**config.mk**
```make
export PLATFORM = sky130hd
export DESIGN_NAME = mem2io_seq_flat
export DESIGN_NICKNAME = d
export VERILOG_FILES = /design/src/rtl/mem2io_seq_if.sv /design/src/rtl/mem2io_seq.sv /design/src/flat_wrapper.sv
export SDC_FILE = /design/constraint.sdc
export NUM_CORES = 1
export LEC_CHECK = 0
export ABC_AREA = 1
export BUFFER_PORTS_ARGS = -buffer_cell sky130_fd_sc_hd__buf_2
export CORE_MARGIN = 1.5
export CORE_UTILIZATION = 45
export CTS_CLUSTER_DIAMETER = 150
export DETAILED_ROUTE_END_ITERATION = 6
export PLACE_DENSITY = 0.71
export SKIP_CTS_REPAIR_TIMING = 1
export SLEW_MARGIN = 10
export SYNTH_ARGS = -nofsm -noshare
export SYNTH_HDL_FRONTEND = slang
export SYNTH_SLANG_ARGS = --single-unit
```
**constraint.sdc**
```tcl
create_clock -name Clk -period 2.05 [get_ports Clk]
set_clock_uncertainty 0.05 [all_clocks]
set_input_delay 0.205 -clock Clk [delete_from_list [all_inputs] [get_ports Clk]]
set_output_delay 0.205 -clock Clk [all_outputs]
set_load 0.05 [all_outputs]
```
**src/rtl/mem2io_seq_if.sv**
```systemverilog
`timescale 1ns/1ps
// Purpose: CPU request, board I/O and SRAM pin bundle for mem2io_seq.
// Latency: none of its own; wires only.
// Backpressure: none; the sequencer ignores Req while an access is in flight.
interface mem2io_seq_if #(
    parameter int DATA_W = 16,
    parameter int ADDR_W = 16
);
    logic              Req;
    logic              Wr;
    logic [ADDR_W-1:0] ADDR;
    logic [DATA_W-1:0] Data_from_CPU;
    logic [DATA_W-1:0] Data_to_CPU;
    logic              Ready;
    logic [DATA_W-1:0] Switches;
    logic [DATA_W-1:0] HEX;
    logic [DATA_W-1:0] LED;
    logic [ADDR_W-1:0] SRAM_ADDR;
    logic              SRAM_OE;
    logic              SRAM_WE;
    logic [DATA_W-1:0] Data_from_SRAM;
    logic [DATA_W-1:0] Data_to_SRAM;

    // Environment side: CPU, board switches and the SRAM data pins.
    modport master (
        output Req, Wr, ADDR, Data_from_CPU, Switches, Data_from_SRAM,
        input  Data_to_CPU, Ready, HEX, LED, SRAM_ADDR, SRAM_OE, SRAM_WE, Data_to_SRAM
    );

    // Sequencer side.
    modport slave (
        input  Req, Wr, ADDR, Data_from_CPU, Switches, Data_from_SRAM,
        output Data_to_CPU, Ready, HEX, LED, SRAM_ADDR, SRAM_OE, SRAM_WE, Data_to_SRAM
    );
endinterface

```
**src/rtl/mem2io_seq.sv**
```systemverilog
`timescale 1ns/1ps
// Purpose: sequences single CPU accesses to memory-mapped HEX/LED/Switches or an async SRAM.
// Latency: accept edge to Ready high is 2 cycles for I/O, WAIT_CYC+1 cycles for SRAM.
// Backpressure: none; Req is sampled only in IDLE and ignored otherwise (no queueing).
module mem2io_seq #(
    parameter int DATA_W   = 16,
    parameter int ADDR_W   = 16,
    parameter int WAIT_CYC = 2
) (
    input  logic          Clk,
    input  logic          Reset,
    mem2io_seq_if.slave   io_bus
);

    if (WAIT_CYC < 1 || WAIT_CYC > 15) begin : g_bad_wait_cyc
        $error("mem2io_seq: WAIT_CYC must be in the range 1..15");
    end

    localparam int CNT_W = $clog2(WAIT_CYC + 1);

    localparam logic [1:0] S_IDLE = 2'd0;
    localparam logic [1:0] S_IO   = 2'd1;
    localparam logic [1:0] S_SRAM = 2'd2;
    localparam logic [1:0] S_DONE = 2'd3;

    localparam logic [ADDR_W-1:0] ADDR_SW_HEX = {ADDR_W{1'b1}};
    localparam logic [ADDR_W-1:0] ADDR_LED    = {{(ADDR_W-1){1'b1}}, 1'b0};
    localparam logic [CNT_W-1:0]  CNT_LOAD    = CNT_W'(WAIT_CYC);
    localparam logic [CNT_W-1:0]  CNT_LAST    = CNT_W'(1);

    logic [1:0]        r_state;
    logic [CNT_W-1:0]  r_cnt;
    logic [ADDR_W-1:0] r_addr;
    logic              r_wr;
    logic [DATA_W-1:0] r_wdat;
    logic [DATA_W-1:0] r_dcpu;
    logic              r_ready;
    logic [DATA_W-1:0] r_hex;
    logic [DATA_W-1:0] r_led;
    logic [ADDR_W-1:0] r_sram_addr;
    logic [DATA_W-1:0] r_sram_wdat;
    logic              r_oe;
    logic              r_we;

    logic w_is_io;
    logic w_accept;
    logic w_sram_last;
    logic w_cap_hex;

    assign w_is_io     = (io_bus.ADDR == ADDR_SW_HEX) || (io_bus.ADDR == ADDR_LED);
    assign w_accept    = (r_state == S_IDLE) && io_bus.Req;
    assign w_sram_last = (r_state == S_SRAM) && (r_cnt == CNT_LAST);
    assign w_cap_hex   = (r_addr == ADDR_SW_HEX);

    // Access FSM: capture the request in IDLE, then run the I/O or SRAM phase, then DONE.
    always_ff @(posedge Clk or negedge Reset) begin
        if (!Reset) begin
            r_state <= S_IDLE;
            r_cnt   <= '0;
            r_addr  <= '0;
            r_wr    <= 1'b0;
            r_wdat  <= '0;
        end else begin
            case (r_state)
                S_IDLE: begin
                    if (io_bus.Req) begin
                        r_addr <= io_bus.ADDR;
                        r_wr   <= io_bus.Wr;
                        r_wdat <= io_bus.Data_from_CPU;
                        if (w_is_io) begin
                            r_state <= S_IO;
                        end else begin
                            r_state <= S_SRAM;
                            r_cnt   <= CNT_LOAD;
                        end
                    end
                end
                S_IO:   r_state <= S_DONE;
                S_SRAM: begin
                    r_cnt <= r_cnt - CNT_LAST;
                    if (r_cnt == CNT_LAST) r_state <= S_DONE;
                end
                S_DONE: r_state <= S_IDLE;
                default: r_state <= S_IDLE;
            endcase
        end
    end

    // SRAM pins: strobes are registered so they are glitch-free and span exactly the SRAM phase.
    always_ff @(posedge Clk or negedge Reset) begin
        if (!Reset) begin
            r_sram_addr <= '0;
            r_sram_wdat <= '0;
            r_oe        <= 1'b0;
            r_we        <= 1'b0;
        end else if (w_accept && !w_is_io) begin
            r_sram_addr <= io_bus.ADDR;
            r_oe        <= !io_bus.Wr;
            r_we        <= io_bus.Wr;
            if (io_bus.Wr) r_sram_wdat <= io_bus.Data_from_CPU;
        end else if (w_sram_last) begin
            r_oe <= 1'b0;
            r_we <= 1'b0;
        end
    end

    // Read data and display registers: updated only when an access actually completes its work.
    always_ff @(posedge Clk or negedge Reset) begin
        if (!Reset) begin
            r_dcpu <= '0;
            r_hex  <= '0;
            r_led  <= '0;
        end else if (r_state == S_IO) begin
            if (r_wr) begin
                if (w_cap_hex) r_hex <= r_wdat;
                else           r_led <= r_wdat;
            end else begin
                r_dcpu <= w_cap_hex ? io_bus.Switches : r_led;
            end
        end else if (w_sram_last && !r_wr) begin
            r_dcpu <= io_bus.Data_from_SRAM;
        end
    end

    // Completion pulse: one cycle, issued on the way out of DONE.
    always_ff @(posedge Clk or negedge Reset) begin
        if (!Reset) r_ready <= 1'b0;
        else        r_ready <= (r_state == S_DONE);
    end

    assign io_bus.Data_to_CPU  = r_dcpu;
    assign io_bus.Ready        = r_ready;
    assign io_bus.HEX          = r_hex;
    assign io_bus.LED          = r_led;
    assign io_bus.SRAM_ADDR    = r_sram_addr;
    assign io_bus.SRAM_OE      = r_oe;
    assign io_bus.SRAM_WE      = r_we;
    assign io_bus.Data_to_SRAM = r_sram_wdat;

endmodule

```
**src/flat_wrapper.sv**
```systemverilog
// flat-port wrapper written by rule: the top's interface ports become plain ports
module mem2io_seq_flat 
#(
    parameter int DATA_W   = 16,
    parameter int ADDR_W   = 16,
    parameter int WAIT_CYC = 2
)
  (Clk, Reset, io_bus_Req, io_bus_Wr, io_bus_ADDR, io_bus_Data_from_CPU, io_bus_Switches, io_bus_Data_from_SRAM, io_bus_Data_to_CPU, io_bus_Ready, io_bus_HEX, io_bus_LED, io_bus_SRAM_ADDR, io_bus_SRAM_OE, io_bus_SRAM_WE, io_bus_Data_to_SRAM);
  mem2io_seq_if #(.DATA_W(DATA_W), .ADDR_W(ADDR_W)) io_bus_i ();
  input  logic Clk;
  input  logic Reset;
  input wire logic [$bits(io_bus_i.Req)-1:0] io_bus_Req;
  input wire logic [$bits(io_bus_i.Wr)-1:0] io_bus_Wr;
  input wire logic [$bits(io_bus_i.ADDR)-1:0] io_bus_ADDR;
  input wire logic [$bits(io_bus_i.Data_from_CPU)-1:0] io_bus_Data_from_CPU;
  input wire logic [$bits(io_bus_i.Switches)-1:0] io_bus_Switches;
  input wire logic [$bits(io_bus_i.Data_from_SRAM)-1:0] io_bus_Data_from_SRAM;
  output wire logic [$bits(io_bus_i.Data_to_CPU)-1:0] io_bus_Data_to_CPU;
  output wire logic [$bits(io_bus_i.Ready)-1:0] io_bus_Ready;
  output wire logic [$bits(io_bus_i.HEX)-1:0] io_bus_HEX;
  output wire logic [$bits(io_bus_i.LED)-1:0] io_bus_LED;
  output wire logic [$bits(io_bus_i.SRAM_ADDR)-1:0] io_bus_SRAM_ADDR;
  output wire logic [$bits(io_bus_i.SRAM_OE)-1:0] io_bus_SRAM_OE;
  output wire logic [$bits(io_bus_i.SRAM_WE)-1:0] io_bus_SRAM_WE;
  output wire logic [$bits(io_bus_i.Data_to_SRAM)-1:0] io_bus_Data_to_SRAM;
  assign io_bus_i.Req = io_bus_Req;
  assign io_bus_i.Wr = io_bus_Wr;
  assign io_bus_i.ADDR = io_bus_ADDR;
  assign io_bus_i.Data_from_CPU = io_bus_Data_from_CPU;
  assign io_bus_i.Switches = io_bus_Switches;
  assign io_bus_i.Data_from_SRAM = io_bus_Data_from_SRAM;
  assign io_bus_Data_to_CPU = io_bus_i.Data_to_CPU;
  assign io_bus_Ready = io_bus_i.Ready;
  assign io_bus_HEX = io_bus_i.HEX;
  assign io_bus_LED = io_bus_i.LED;
  assign io_bus_SRAM_ADDR = io_bus_i.SRAM_ADDR;
  assign io_bus_SRAM_OE = io_bus_i.SRAM_OE;
  assign io_bus_SRAM_WE = io_bus_i.SRAM_WE;
  assign io_bus_Data_to_SRAM = io_bus_i.Data_to_SRAM;
  mem2io_seq #(.DATA_W(DATA_W), .ADDR_W(ADDR_W), .WAIT_CYC(WAIT_CYC)) u_core (.Clk(Clk), .Reset(Reset), .io_bus(io_bus_i));
endmodule
```
==> summary.txt <==
Rel. slew slack: 70.6%
syn nets: 666
Antenna Nets Post-Route: 0
final setup fails: 0
TNS Setup: 0 ns
largest net degree at the start of global routing: 62
Die Y: 111 um
via count: 4,364
number of global-route vias before repair: 4,309
P_leak: 0.00368 uW
critical path startpoint category: register
crit path DAT: 1.98 ns
H-tree depth: 4
CTS tree: yes
Nets: 820
Area Growth Syn to Fin: 27.9%
RSZ-0062 raised after global routing: no
initial core utilization: 46.0%
syn avg cell area: 8.87 sq um
Pwr Total: 12,100 uW
Die Width: 111 um
CTS Buf Count: 17
endpoint class of the critical path: register
Req. time, crit path: 2.27 ns
clock buffer depth: 2
Final min period: 1.77 ns
Ports: 151
fmax: 566 MHz
GRT overflow: 0
maximum vdd drop: 1.07 mV
critical setup path kind: register to register
Worst-path clk slew: 0.05 ns
die area: 12,300 sq um
Post-Place Cells: 868
actual slew at the worst max-slew pin: 0.441 ns
Worst Slack Setup Final: 0.285 ns
Worst Hold Class: input port to register
status: completed
drt first pass iters: 5
sequential element share of the synthesized area: 57.2%
global placement routability congestion: 0.820
YS warnings: 0
Post-synth ARST share: 100%
Place WS: 0.0914 ns
initial antenna violation count: 0
first-pass GRT wire length: 20.7 mm
Synth Flop Type: dfrtp_1
Post-synth EDFFs: 0
routed len/inst: 13.7 um
Yosys reg bits: 120
proportion of layout cells with a drive suffix above 1: 29.6%
post-synth top area share: 57.2%
area leader, netlist: dfrtp_1
Post-Synthesis Cells: 592
Mapped Area: 5250 sq um
Post-route DRC: 0
Routed WL: 12.3 mm
dpl hpwl: 8.70 mm
critical-path maximum fanout: 35
Final Hold Vio Count: 0
GRT Total Usage: 21.2%
num rows: 39
Max Cap Violations: 0
final-report max-slew violation count: 0
I/O Buffers: 150
CORE AREA: 11,400 sq um
Netlist cell types: 27
largest cells by area after synthesis: dfrtp_1 57%, nand2_1 8.7%, inv_1 6.4%
CTS sink cnt: 120
n_diodes: 0
Iter 0 DRT Violations: 315
vias per cell: 4.84
Min Hold Slack: 0.0126 ns
PD cells: 1800 nW/um^2
root buffer cell: clkbuf_16
final std cells w/o fill: 902
clk_lat worst skew: 0.40 ns
final worst path period share: 86.1%
-- metrics by stage --
step / cell area (sq um) / utilization [%]
floorplan: 5250 / -
global placement: 6090 / 53.3
global route: 6720 / 58.8
CTS: 6680 / 58.5
detailed placement: 6090 / 53.3
finish: 6720 / 58.8
-- routing by layer --
metal | vias to the layer above | track usage [%] | share of wire, %
met5 | - | 0 | 0
met4 | 0 | 8.69 | 1.6
met3 | 16 | 4.87 | 4.7
met2 | 141 | 33.5 | 48
met1 | 2034 | 28.3 | 46
li1 | 2173 | - | -
-- cell families after synthesis --
group	share of synthesized area, %
and+or+nand+nor	20.3
DFF	57.2
buffers and inverters	10.1
AOI/OAI and AO/OA	11.0
adders and majority gates	1.43
-- worst paths after layout --
check	slack, ns	from	endpoint	cells after the start
worst max-delay path	0.28	u_core.r_state[1]	u_core.io_bus.LED[11]	6
worst min-delay path	0.01	io_bus_Wr	u_core.r_wr	3
worst max register to register	0.28	u_core.r_state[1]	u_core.io_bus.LED[11]	6
worst min register to register	0.43	u_core.io_bus.HEX[11]	u_core.io_bus.HEX[11]	2
max in group asynchronous	1.16	Reset	u_core.io_bus.HEX[3]	3
min in group asynchronous	0.18	Reset	u_core.io_bus.SRAM_ADDR[7]	2
-- worst max-delay path: stages, from the launching register on --
cell and delay (ns):
dfrtp_1 0.40, inv_1 0.12, ha_1 0.20, buf_6 0.29, nand3_4 0.31, nand2_1 0.15, o21ai_0 0.10
-- flip-flops by register name, indices dropped and copies added (netlist names), 2 cells and up --
| signal | flops |
|---|---|
| u_core.r_cnt | 2 |
| u_core.io_bus.LED | 16 |
| u_core.r_addr | 16 |
| u_core.io_bus.Data_to_CPU | 16 |
| u_core.io_bus.SRAM_ADDR | 16 |
| u_core.io_bus.HEX | 16 |
| u_core.io_bus.Data_to_SRAM | 16 |
| u_core.r_state | 2 |
| u_core.r_wdat | 16 |
-- cells in the mapped netlist, types with 2 or more instances --
cell type / n
a21oi_1: 31
buf_2: 11
buf_4: 2
buf_6: 8
clkbuf_1: 4
dfrtp_1: 120
ha_1: 6
inv_1: 89
inv_2: 3
nand2_1: 122
nand2_2: 7
nand3_1: 52
nand3_4: 2
nor2_1: 53
nor2_2: 2
o21ai_0: 43
o21ai_1: 12
o21ai_2: 16
-- final cells by class --
cell class | instances | area (sq um)
Fill cell | 998 | 4700
Sequential cell | 120 | 3000
Multi-Input combinational cell | 354 | 1740
Timing Repair Buffer | 161 | 855
Clock buffer | 24 | 502
Inverter | 92 | 345
Tap cell | 143 | 179
Clock inverter | 8 | 92.6
-- where the power goes --
| part | internal [uW] | switching (uW) |
|---|---|---|
| registers | 3340 | 579 |
| logic | 1280 | 3970 |
| clock network | 1940 | 988 |
-- cell usage in the layout, fill, tap and decap left out --
cell type / netlist / routed
a21oi_1: 31 / 31
and3_1: 1 / 1
ha_1: 6 / 6
nor2_8: 1 / 1
clkbuf_1: 4 / 2
dlygate4sd3_1: 0 / 1
nand4_1: 1 / 1
buf_6: 8 / 1
nand3_1: 52 / 52
inv_2: 3 / 3
nor2_1: 53 / 53
nor2_2: 2 / 2
buf_12: 0 / 1
bufinv_16: 0 / 2
clkbuf_8: 0 / 5
dfrtp_1: 120 / 120
o21ai_0: 43 / 43
nand3_4: 2 / 3
buf_2: 11 / 149
buf_4: 2 / 9
nand3_2: 1 / 1
clkinvlp_4: 0 / 1
clkinv_2: 0 / 5
nand2_4: 1 / 2
or2_2: 1 / 1
o22ai_1: 1 / 1
o21ai_1: 12 / 12
clkbuf_16: 0 / 17
o21ai_2: 16 / 16
nand2_2: 7 / 6
inv_1: 89 / 89
nand2_1: 122 / 122
(Power assumes the default switching activity.)
